==> src/rtl/seven_seg_scan_ctrl.sv <==
// seven_seg_scan_ctrl
// Time-multiplexes NUM_DIGITS BCD digits onto one shared 7-segment decoder.
// Every digit slot lasts PRESCALE cycles. The first BLANK_CYCLES of each slot
// keep all selects off to suppress ghosting. All digits are snapshotted once
// per frame, so a frame never shows a mix of old and new digit values.
// Optional build macro: SEVEN_SEG_LZB_EN enables leading-zero blanking.
module seven_seg_scan_ctrl #(
    parameter int NUM_DIGITS   = 4,
    parameter int PRESCALE     = 50000,
    parameter int BLANK_CYCLES = 16
) (
    input  logic                    clk,
    input  logic                    rst_n,
    input  logic                    en,
    input  logic [4*NUM_DIGITS-1:0] digits_in,
    input  logic [NUM_DIGITS-1:0]   dp_in,
    output logic [3:0]              bcd_out,
    output logic                    dp_out,
    output logic [NUM_DIGITS-1:0]   digit_sel_n,
    output logic                    frame_done
);

    localparam int IW = (NUM_DIGITS > 1) ? $clog2(NUM_DIGITS) : 1;
    localparam int CW = $clog2(PRESCALE);

    typedef enum logic [1:0] {
        IDLE,
        BLANK,
        SHOW
    } state_t;

    state_t                  state;
    logic [IW-1:0]           idx;
    logic [CW-1:0]           cnt;
    logic [4*NUM_DIGITS-1:0] snap_dig;
    logic [NUM_DIGITS-1:0]   snap_dp;

    logic [NUM_DIGITS-1:0]   lzb_mask;
    logic [3:0]              cur_digit;
    logic                    show_ok;
    logic                    last_digit;
    logic [IW-1:0]           nxt_idx;
    logic [3:0]              nxt_digit;
    logic                    nxt_dp;

    // Leading-zero mask, derived from the frame snapshot only
    always_comb begin
        lzb_mask = '0;
`ifdef SEVEN_SEG_LZB_EN
        begin
            logic suppress;
            suppress = 1'b1;
            for (int unsigned i = NUM_DIGITS - 1; i >= 1; i--) begin
                if (snap_dig[4*i +: 4] != 4'd0 || snap_dp[i])
                    suppress = 1'b0;
                lzb_mask[i] = suppress;
            end
        end
`endif
    end

    // Current/next digit selection and the visibility decision for this slot
    always_comb begin
        cur_digit  = snap_dig[{idx, 2'b00} +: 4];
        show_ok    = (cur_digit <= 4'd9) && !lzb_mask[idx];
        last_digit = (idx == IW'(NUM_DIGITS - 1));
        nxt_idx    = last_digit ? '0 : idx + 1'b1;
        // On wrap the decoder must already see the fresh snapshot's digit 0
        nxt_digit  = last_digit ? digits_in[3:0] : snap_dig[{nxt_idx, 2'b00} +: 4];
        nxt_dp     = last_digit ? dp_in[0] : snap_dp[nxt_idx];
    end

    // Scan FSM with registered outputs
    always_ff @(posedge clk or negedge rst_n) begin
        if (!rst_n) begin
            state       <= IDLE;
            idx         <= '0;
            cnt         <= '0;
            snap_dig    <= '0;
            snap_dp     <= '0;
            bcd_out     <= '0;
            dp_out      <= 1'b0;
            digit_sel_n <= '1;
            frame_done  <= 1'b0;
        end else if (!en) begin
            state       <= IDLE;
            idx         <= '0;
            cnt         <= '0;
            digit_sel_n <= '1;
            frame_done  <= 1'b0;
        end else begin
            // Registered one cycle early so the pulse lines up with the final slot cycle
            frame_done <= (state != IDLE) && last_digit && (cnt == CW'(PRESCALE - 2));
            case (state)
                IDLE: begin
                    state       <= BLANK;
                    idx         <= '0;
                    cnt         <= '0;
                    snap_dig    <= digits_in;
                    snap_dp     <= dp_in;
                    bcd_out     <= digits_in[3:0];
                    dp_out      <= dp_in[0];
                    digit_sel_n <= '1;
                end
                BLANK: begin
                    cnt <= cnt + 1'b1;
                    if (cnt == CW'(BLANK_CYCLES - 1)) begin
                        state       <= SHOW;
                        digit_sel_n <= show_ok ? ~(NUM_DIGITS'(1) << idx) : '1;
                    end
                end
                SHOW: begin
                    if (cnt == CW'(PRESCALE - 1)) begin
                        state       <= BLANK;
                        cnt         <= '0;
                        idx         <= nxt_idx;
                        digit_sel_n <= '1;
                        bcd_out     <= nxt_digit;
                        dp_out      <= nxt_dp;
                        if (last_digit) begin
                            snap_dig <= digits_in;
                            snap_dp  <= dp_in;
                        end
                    end else begin
                        cnt <= cnt + 1'b1;
                    end
                end
                default: begin
                    state       <= IDLE;
                    digit_sel_n <= '1;
                end
            endcase
        end
    end

endmodule

==> config.mk <==
export PLATFORM = sky130hd
export DESIGN_NAME = seven_seg_scan_ctrl
export DESIGN_NICKNAME = d
export VERILOG_FILES = /design/src/rtl/seven_seg_scan_ctrl.sv
export SDC_FILE = /design/constraint.sdc
export NUM_CORES = 1
export LEC_CHECK = 0
export BUFFER_PORTS_ARGS = -buffer_cell sky130_fd_sc_hd__clkbuf_2
export CORE_ASPECT_RATIO = 0.75
export CORE_UTILIZATION = 52
export CTS_CLUSTER_SIZE = 28
export DETAILED_ROUTE_END_ITERATION = 6
export PLACE_DENSITY = 0.86
export SKIP_CTS_REPAIR_TIMING = 1
export SYNTH_ARGS = -nofsm -noshare
export SYNTH_HDL_FRONTEND = slang
export SYNTH_SLANG_ARGS = --single-unit
==> constraint.sdc <==
create_clock -name clk -period 2.24 [get_ports clk]
set_input_delay 0.224 -clock clk [delete_from_list [all_inputs] [get_ports clk]]
set_output_delay 0.224 -clock clk [all_outputs]
set_load 0.02 [all_outputs]
Word-level counts from Yosys, hierarchy flattened
Index checks and enable logic that the tools add are counted.
- input port bits: 23
- register bits after elaboration: 50
- reduce and logical (&&, ||, !) cells: 11
- shift-type cells: 3
- bitwise logic cells: 1
- multiplexer cells: 33
- $lt $le $gt $ge: 3
- add/subtract/negate cells: 2
- eq/ne operators: 12
- operators with widths (kind ; count):
    $mux 16 ; 4
    $pmux 16 s3 ; 1
    $eq 16x16->1 const B ; 2
    $mux 4 ; 8
    $pmux 16 s2 ; 1
    $shiftx 16x5->4 ; 2
    $pmux 4 s2 ; 3
    $add 16x1->16 const B ; 1
    $eq 16x4->1 const B ; 1
    $mux 2 ; 6
    $lt 2x3->1 const B ; 2
    $ne 3x3->1 const B ; 2
    $pmux 2 s3 ; 1
    $mux 1 ; 5
    $bmux 1 s2 ; 2
    $eq 2x2->1 const B ; 2
    $le 4x4->1 const B ; 1
    $ne 2x2->1 const B ; 2
    $ne 4x1->1 const B ; 1
    $not 4->4 ; 1
    $pmux 2 s2 ; 1
    $reduce_and 2->1 ; 2
    $reduce_and 4->1 ; 1
    $reduce_bool 2->1 ; 2
    other kinds (9) ; 11

Depth between registers and ports, before layout
Gate-level depths: netlist (run 1).
- word-level depth: 8
- gate-level depth with buffers: 7

Worst setup path before layout (run 1)
No wires, ideal clock.
- path type: flip-flop to flip-flop
- from: register idx[0]
- to: register bcd_out[1]
- buffers on the path: 0
- setup slack: 24 ps
- stages on the path, launching flop included: 6
- clock period less this slack: 2216 ps
- arrival time: 2091 ps
- cell sequence: dfrtp_1 > ha_1 > nor2_1 > mux4_2 > mux2_2 > mux2_2
- cells in the longest elaborated chain, start to end: 6
- elaborated cells on any way between the ends: 7
- those cells by class: add/sub: 1; eq/ne: 1; shift: 1; mux: 4
- ends and longest elaborated chain (what ; line ; text):
    start, declared ; 33 ; logic [IW-1:0] idx;
    start signal, assigned ; 116 ; idx <= nxt_idx;
    $add 2x1->2 or $eq 2x2->1 (tied branches) ; 67, 66 ;
    $mux 2 ; 67 ; nxt_idx = last_digit ? '0 : idx + 1'b1;
    $shiftx 16x5->4 ; 69 ; nxt_digit = last_digit ? digits_in[3:0] : snap_dig[{nxt_idx, 2'b00} +: 4];
    $mux 4 * ; 69 ;
    $mux 4 * ; 113 ; if (cnt == CW'(PRESCALE - 1)) begin
    $pmux 4 s2 * ; 94 ; case (state)
    end signal, assigned ; 101 ; bcd_out <= digits_in[3:0];
    end signal, assigned ; 118 ; bcd_out <= nxt_digit;
    end, declared ; 17 ; output logic [3:0] bcd_out,
Every way passes the cells marked *; elsewhere a longest branch is shown, timed or not. The select of a mux whose other input is x is not followed.
A chain may end at the register's enable or synchronous reset.

Worst setup path in the final report (run 1)
- from: register cnt[6]
- to: register snap_dp[1]
- cells in the longest elaborated chain, start to end: 3
- ends and longest elaborated chain (what ; line ; text):
    start, declared ; 34 ; logic [CW-1:0] cnt;
    start signal, assigned ; 106 ; cnt <= cnt + 1'b1;
    start signal, assigned ; 125 ; cnt <= cnt + 1'b1;
    $eq 16x16->1 ; 113 ;
    $ne 2x2->1 (no source line) ; -- ;
    $reduce_and 4->1 (no source line) ; -- ;
    end signal, assigned ; 100 ; snap_dp <= dp_in;
    end signal, assigned ; 122 ; snap_dp <= dp_in;
    end, declared ; 36 ; logic [NUM_DIGITS-1:0] snap_dp;
Every way passes these cells.

==> impl_metrics.ini, run 1 <==
[job]
maxCapViolCount = 0

[synthesis]
yosysWarnings = 0
ys_types = 41
synth_seq_cells = 50
syn-cell-area_um2 = 2660
avgSynthCellArea_um2 = 11.3
syn-instance-count = 235
async_flop_share_pct = 100
synth_fp_nets = 267
seq_area_frac_synth_pct = 47.2
synth_edf_count = 0
synthFlopType = dfrtp_1

[sta]
hold_violations = 0
finalCriticalPeriod_ns = 2.22
fmax_mhz = 451
tns_ns = 0
finalSetupViolCount = 0
final.period_utilization_pct = 99.0
maxSlewViolCount = 0
slew_headroom_pct = 59.9
worst_pin_slew_ns = 0.601
rsz0062_at_grt = yes
skew_ns = 0.00419

[floorplan]
ios = 33
placementRows = 22
die_y_um = 63.9
core_area_um2 = 4900
start_util_pct = 54.3
die_w_um = 84.6
die-area_um2 = 5410

[global_routing]
grt_pass1_wl_mm = 10.3
grt_max_degree = 29
antenna_found_initial = 0
track_usage_pct = 25.0
grt_pass1_vias = 2229
overflow = 0

[drt]
ant_nets = 0
first_pass_iters = 7
wl_per_cell_um = 18.4
wl_mm = 6.62
avgViaCountPerCell = 6.29
drc = 7
drt_iter0_markers = 353
via_count = 2258

[outcome]
status = finished with violations
violations = DRC

[cells_and_area]
utilization_pct = 66.9
n_antenna_cell = 0
multiInputGateArea_um2 = 1360
regArea_um2 = 1260
final_nets = 330
drive_gt1_share_pct = 38.8
fillers = 346
syn_to_final_growth_pct = 23.3

[clocking]
numCtsBuffers = 5
clk_latency_ns = 0.30
cts.clk_slew.worst_paths_ns = 0.09
cts_max_path_buffers = 2
clkSinkCount = 50
tritoncts = done
cts-root-buf = clkbuf_8
htreeDepth = 2

[min_path]
worstHoldPathType = input pin to flop

[setup_path]
path_delay_family = simple AND/OR/NAND/NOR gates
cp-end-kind = flop
cp_cell_sequence = nand4_1, nor4_4, a31oi_1, nand2b_1, buf_12, mux2_1
critPathLaunchType = flop
crit_required_ns = 2.42
crit_arrival_ns = 2.40
cp_slowest_stage_delay_ns = 0.45
critPathBufInv = 1
crit_fanout = 20
worstSetupPathType = flop to flop
cpMaxStageDelayCell = dfrtp_1

[pwr]
power.density_nw_per_um2 = 629
p_leak_nw = 1.41
vdd_drop_max_mv = 0.222

[place]
post-dp-hpwl_mm = 4.68
io_buffers = 32
globalplace.congestion = 0.850
-- cell families (layout without fill, tap and decap cells) --
| family | Yosys count | count (layout) | share of synthesized area (%) |
|---|---|---|---|
| buffers and inverters | 17 | 81 | 2.73 |
| and+or+nand+nor | 74 | 74 | 15.2 |
| AOI/OAI and AO/OA | 47 | 47 | 12.7 |
| adders and majority gates | 9 | 9 | 4.24 |
| DFF | 50 | 50 | 47.2 |
| xor gates and xnor gates | 3 | 3 | 0.988 |
| muxes | 35 | 35 | 16.9 |
-- area by class of cell --
type	count	area share [%]
Sequential cell	50	38.4
Tap cell	60	2.29
Timing Repair Buffer	64	13.2
Clock buffer	7	2.63
Inverter	9	1.03
Clock inverter	1	0.916
Multi-Input combinational cell	168	41.6
-- worst reg2reg max path: stages, from the launching register on --
cell      delay [ns]
dfrtp_1         0.45
nand4_1         0.33
nor4_4          0.40
a31oi_1         0.16
nand2b_1        0.23
buf_12          0.19
mux2_1          0.34
-- Yosys cell counts, types with 2 or more instances --
cell type,number,area [um^2]
dfrtp_1,46,1150
mux2_2,25,282
nand2_1,14,52.6
nand3_1,14,70.1
a31oi_1,10,62.6
ha_1,9,113
inv_1,9,33.8
a21oi_1,8,40.0
nand4_1,7,43.8
o21ai_0,7,35.0
a211oi_1,6,45.0
nor2_1,6,22.5
nor3_1,6,30.0
or3_1,6,37.5
clkbuf_1,5,18.8
mux2_1,5,56.3
mux4_2,5,113
o211ai_1,5,37.5
and3_1,4,25.0
dfstp_2,4,105
nor2b_1,4,25.0
nand2b_1,3,18.8
xor2_1,3,26.3
a211o_1,2,17.5
and2_1,2,12.5
buf_4,2,15.0
nor4_1,2,12.5
o21ai_1,2,10.0
or4_1,2,15.0
-- final timing paths --
path,start,end,slack [ns],depth (start not counted)
worst min-delay path,dp_in[2],snap_dp[2]$_DFFE_PN0P_,0.13,2
max in group asynchronous,rst_n,idx[0]$_DFFE_PN0P_,1.22,3
min in group asynchronous,rst_n,cnt[12]$_DFFE_PN0P_,0.46,2
worst min register to register,bcd_out[3]$_DFFE_PN0P_,bcd_out[3]$_DFFE_PN0P_,0.51,1
worst max register to register,cnt[6]$_DFFE_PN0P_,snap_dp[1]$_DFFE_PN0P_,0.02,6
worst max-delay path,cnt[6]$_DFFE_PN0P_,snap_dp[1]$_DFFE_PN0P_,0.02,6
-- metal layers --
| layer | share of wire [%] | global-route usage, % | vias up |
|---|---|---|---|
| met5 | 0 | 0 | - |
| met4 | 2.8 | 9.53 | 0 |
| met3 | 8.3 | 6.85 | 32 |
| met2 | 48 | 40.2 | 123 |
| met1 | 41 | 32.5 | 1090 |
| li1 | - | - | 1013 |
-- sequential cells by signal (all words and copies together), names as in the netlist --
name	flops
bcd_out	4
cnt	16
digit_sel_n	4
dp_out	1
frame_done	1
idx	2
snap_dig	16
snap_dp	4
state	2
-- placed cells by master, fill, tap and decap left out, drive strengths merged, types with 2 or more instances in the layout --
cell / n
mux2: 30
or4: 3
nor3: 6
or3: 6
o211ai: 5
ha: 9
nand4: 7
o41ai: 2
dfrtp: 46
and3: 4
and2: 2
xor2: 3
nor2b: 4
inv: 9
o21ai: 9
buf: 31
nor4: 3
nand2: 14
nor2: 6
clkbuf: 39
a211o: 2
a21oi: 9
nand3: 14
mux4: 5
dfstp: 4
a31oi: 10
a211oi: 6
nand2b: 3
-- through the flow --
stage               total power, mW  setup WS, ns  hold WS, ns  area (um^2)  cells
detailed placement             1.42       -0.0274        0.259         3090    347
finish                         2.06        0.0226        0.132         3280    359
global placement               1.39        0.0323        0.249         3090    347
global route                   2.14       -0.0447        0.148         3280    359
floorplan                      1.28        0.0243      -0.0716         2660    235
CTS                            2.06       -0.0661      -0.0668         3210    355
-- report_power, final --
group          internal, mW  switching (mW)
Clock                 0.364           0.288
Sequential            0.994          0.0653
Combinational         0.179           0.173
Total                  1.54           0.526
Power figures use the tool's default switching activity.
==> run 2, diff against run 1 <==
CORE_MARGIN = 5   (was default)
CORE_UTILIZATION = 50   (was 52)
PLACE_DENSITY = 0.83   (was 0.86)
==> impl_metrics.ini, run 2 (synthesis results as in run 1) <==
[outcome]
status = finished clean

[clocking]
numCtsBuffers = 5
cts.clk_slew.worst_paths_ns = 0.09
cts_max_path_buffers = 2
cts-root-buf = clkbuf_8
tritoncts = done
htreeDepth = 2
clk_latency_ns = 0.31
clkSinkCount = 50

[setup_path]
cp_slowest_stage_delay_ns = 0.57
crit_fanout = 8
r2r_start = cnt[5]$_DFFE_PN0P_
cp-end-kind = flop
worstReg2RegEnd = cnt[9]$_DFFE_PN0P_
worstRegToRegCells = 7
worstSetupPathType = flop to flop
crit_arrival_ns = 2.41
path_delay_family = simple AND/OR/NAND/NOR gates
cp_cell_sequence = or4_4, buf_6, o41ai_4, buf_4, a21oi_4, and3_4, a211o_1
critPathLaunchType = flop
critPathBufInv = 2
crit_required_ns = 2.44
cpMaxStageDelayCell = or4_4
rrSetupSlack_ns = 0.03

[cells_and_area]
finalInstanceArea_um2 = 3310
top_regs = cnt (16), snap_dig (16)
n_antenna_cell = 0
drive_gt1_share_pct = 40.9
fin_cells = 378
syn_to_final_growth_pct = 24.7
final_common_cell = dfrtp_1
final_nets = 334
mostFrequentLayoutCells = 45 x dfrtp_1, 34 x buf_4, 32 x clkbuf_2

[drt]
ant_nets = 0
first_pass_iters = 4
wl_mm = 6.64
wl_met1_mm = 2.89
wl_per_cell_um = 17.6
via_count = 2216
dr.max_layer_used = met4
avgViaCountPerCell = 5.86
dr_wl_met2_mm = 3.14
drc = 0
drt_iter0_markers = 254
met3_length_um = 483

[floorplan]
die-area_um2 = 6890
ios = 33
core_area_um2 = 5240
die_y_um = 73.2
die_w_um = 94.2
start_util_pct = 50.8
placementRows = 23

[place]
postPlaceCellArea_um2 = 3100
io_buffers = 32
globalplace.congestion = 0.834
post-dp-hpwl_mm = 4.67
dp_cells = 362

[sta]
maxSlewViolCount = 0
worst_pin_slew_ns = 0.612
hold_violations = 0
slew_headroom_pct = 58.9
finalSetupViolCount = 0
finalCriticalPeriod_ns = 2.21
final.period_utilization_pct = 98.5
tns_ns = 0
skew_ns = 0.00237
fmax_mhz = 453

[global_routing]
grt_pass1_vias = 2136
grt_pass1_wl_mm = 10.5
grt_max_degree = 51
overflow = 0
track_usage_pct = 19.8
antenna_found_initial = 0

[pwr]
power.density_nw_per_um2 = 588
p_switching_mw = 0.551
seqPwrFrac_pct = 54.5
p_int_mw = 1.40
p_sw_share_pct = 28.3
p_clk_share_pct = 27.4
vdd_drop_max_mv = 0.261
p_leak_nw = 1.41
pwr-share-comb_pct = 18.2
p_total_mw = 1.95

[min_path]
worstHoldPathType = input pin to async pin

[job]
maxCapViolCount = 0
==> run 2: final cells by class <==
| class | instances | area [um^2] |
|---|---|---|
| clock buffers | 5 | 68.8 |
| clock inverters | 3 | 21.3 |
| well taps | 75 | 93.8 |
| flip-flops and latches | 50 | 1260 |
| fillers | 412 | 1920 |
| repair buffers | 68 | 447 |
| multi-input cells | 168 | 1390 |
| inverters | 9 | 33.8 |
==> run 2: how the worst max path moves through the flow <==
stage / slack (ns) / from / cells after the start / endpoint
floorplan: 0.02 / idx[0]$_DFFE_PN0P_ / 5 / bcd_out[1]$_DFFE_PN0P_
global placement: 0.02 / cnt[11]$_DFFE_PN0P_ / 6 / snap_dig[0]$_DFFE_PN0P_
detailed placement: -0.09 / cnt[11]$_DFFE_PN0P_ / 6 / snap_dp[2]$_DFFE_PN0P_
CTS: -0.11 / cnt[11]$_DFFE_PN0P_ / 6 / snap_dp[2]$_DFFE_PN0P_
global route: -0.05 / state[0]$_DFFE_PN0P_ / 8 / cnt[14]$_DFFE_PN0P_
finish: 0.03 / cnt[5]$_DFFE_PN0P_ / 7 / cnt[9]$_DFFE_PN0P_
==> run 2: stage by stage <==
step / utilization (%) / hold slack [ns] / worst slack [ns]
6_report: 63.3 / 0.00245 / 0.0340
5_1_grt: 63.3 / 0.0601 / -0.0491
4_1_cts: 60.8 / 0.0308 / -0.108
3_5_place_dp: 59.1 / 0.365 / -0.0857
3_3_place_gp: 59.1 / 0.372 / 0.0209
2_1_floorplan: - / -0.0716 / 0.0243
==> run 2: per-layer routing <==
metal  vias up  global-route usage (%)
li1       1021                       -
met1      1102                    28.4
met2        83                    30.5
met3        10                    3.51
met4         0                    7.05
met5         -                       0
==> run 2: power by group through the flow <==
| stage | Sequential [mW] | Clock [mW] | Combinational, mW |
|---|---|---|---|
| 2_1_floorplan | 1.08 | 0 | 0.203 |
| 3_3_place_gp | 1.07 | 0 | 0.325 |
| 3_5_place_dp | 1.08 | 0 | 0.338 |
| 4_1_cts | 1.06 | 0.539 | 0.341 |
| 5_1_grt | 1.07 | 0.580 | 0.386 |
| 6_report | 1.06 | 0.533 | 0.354 |
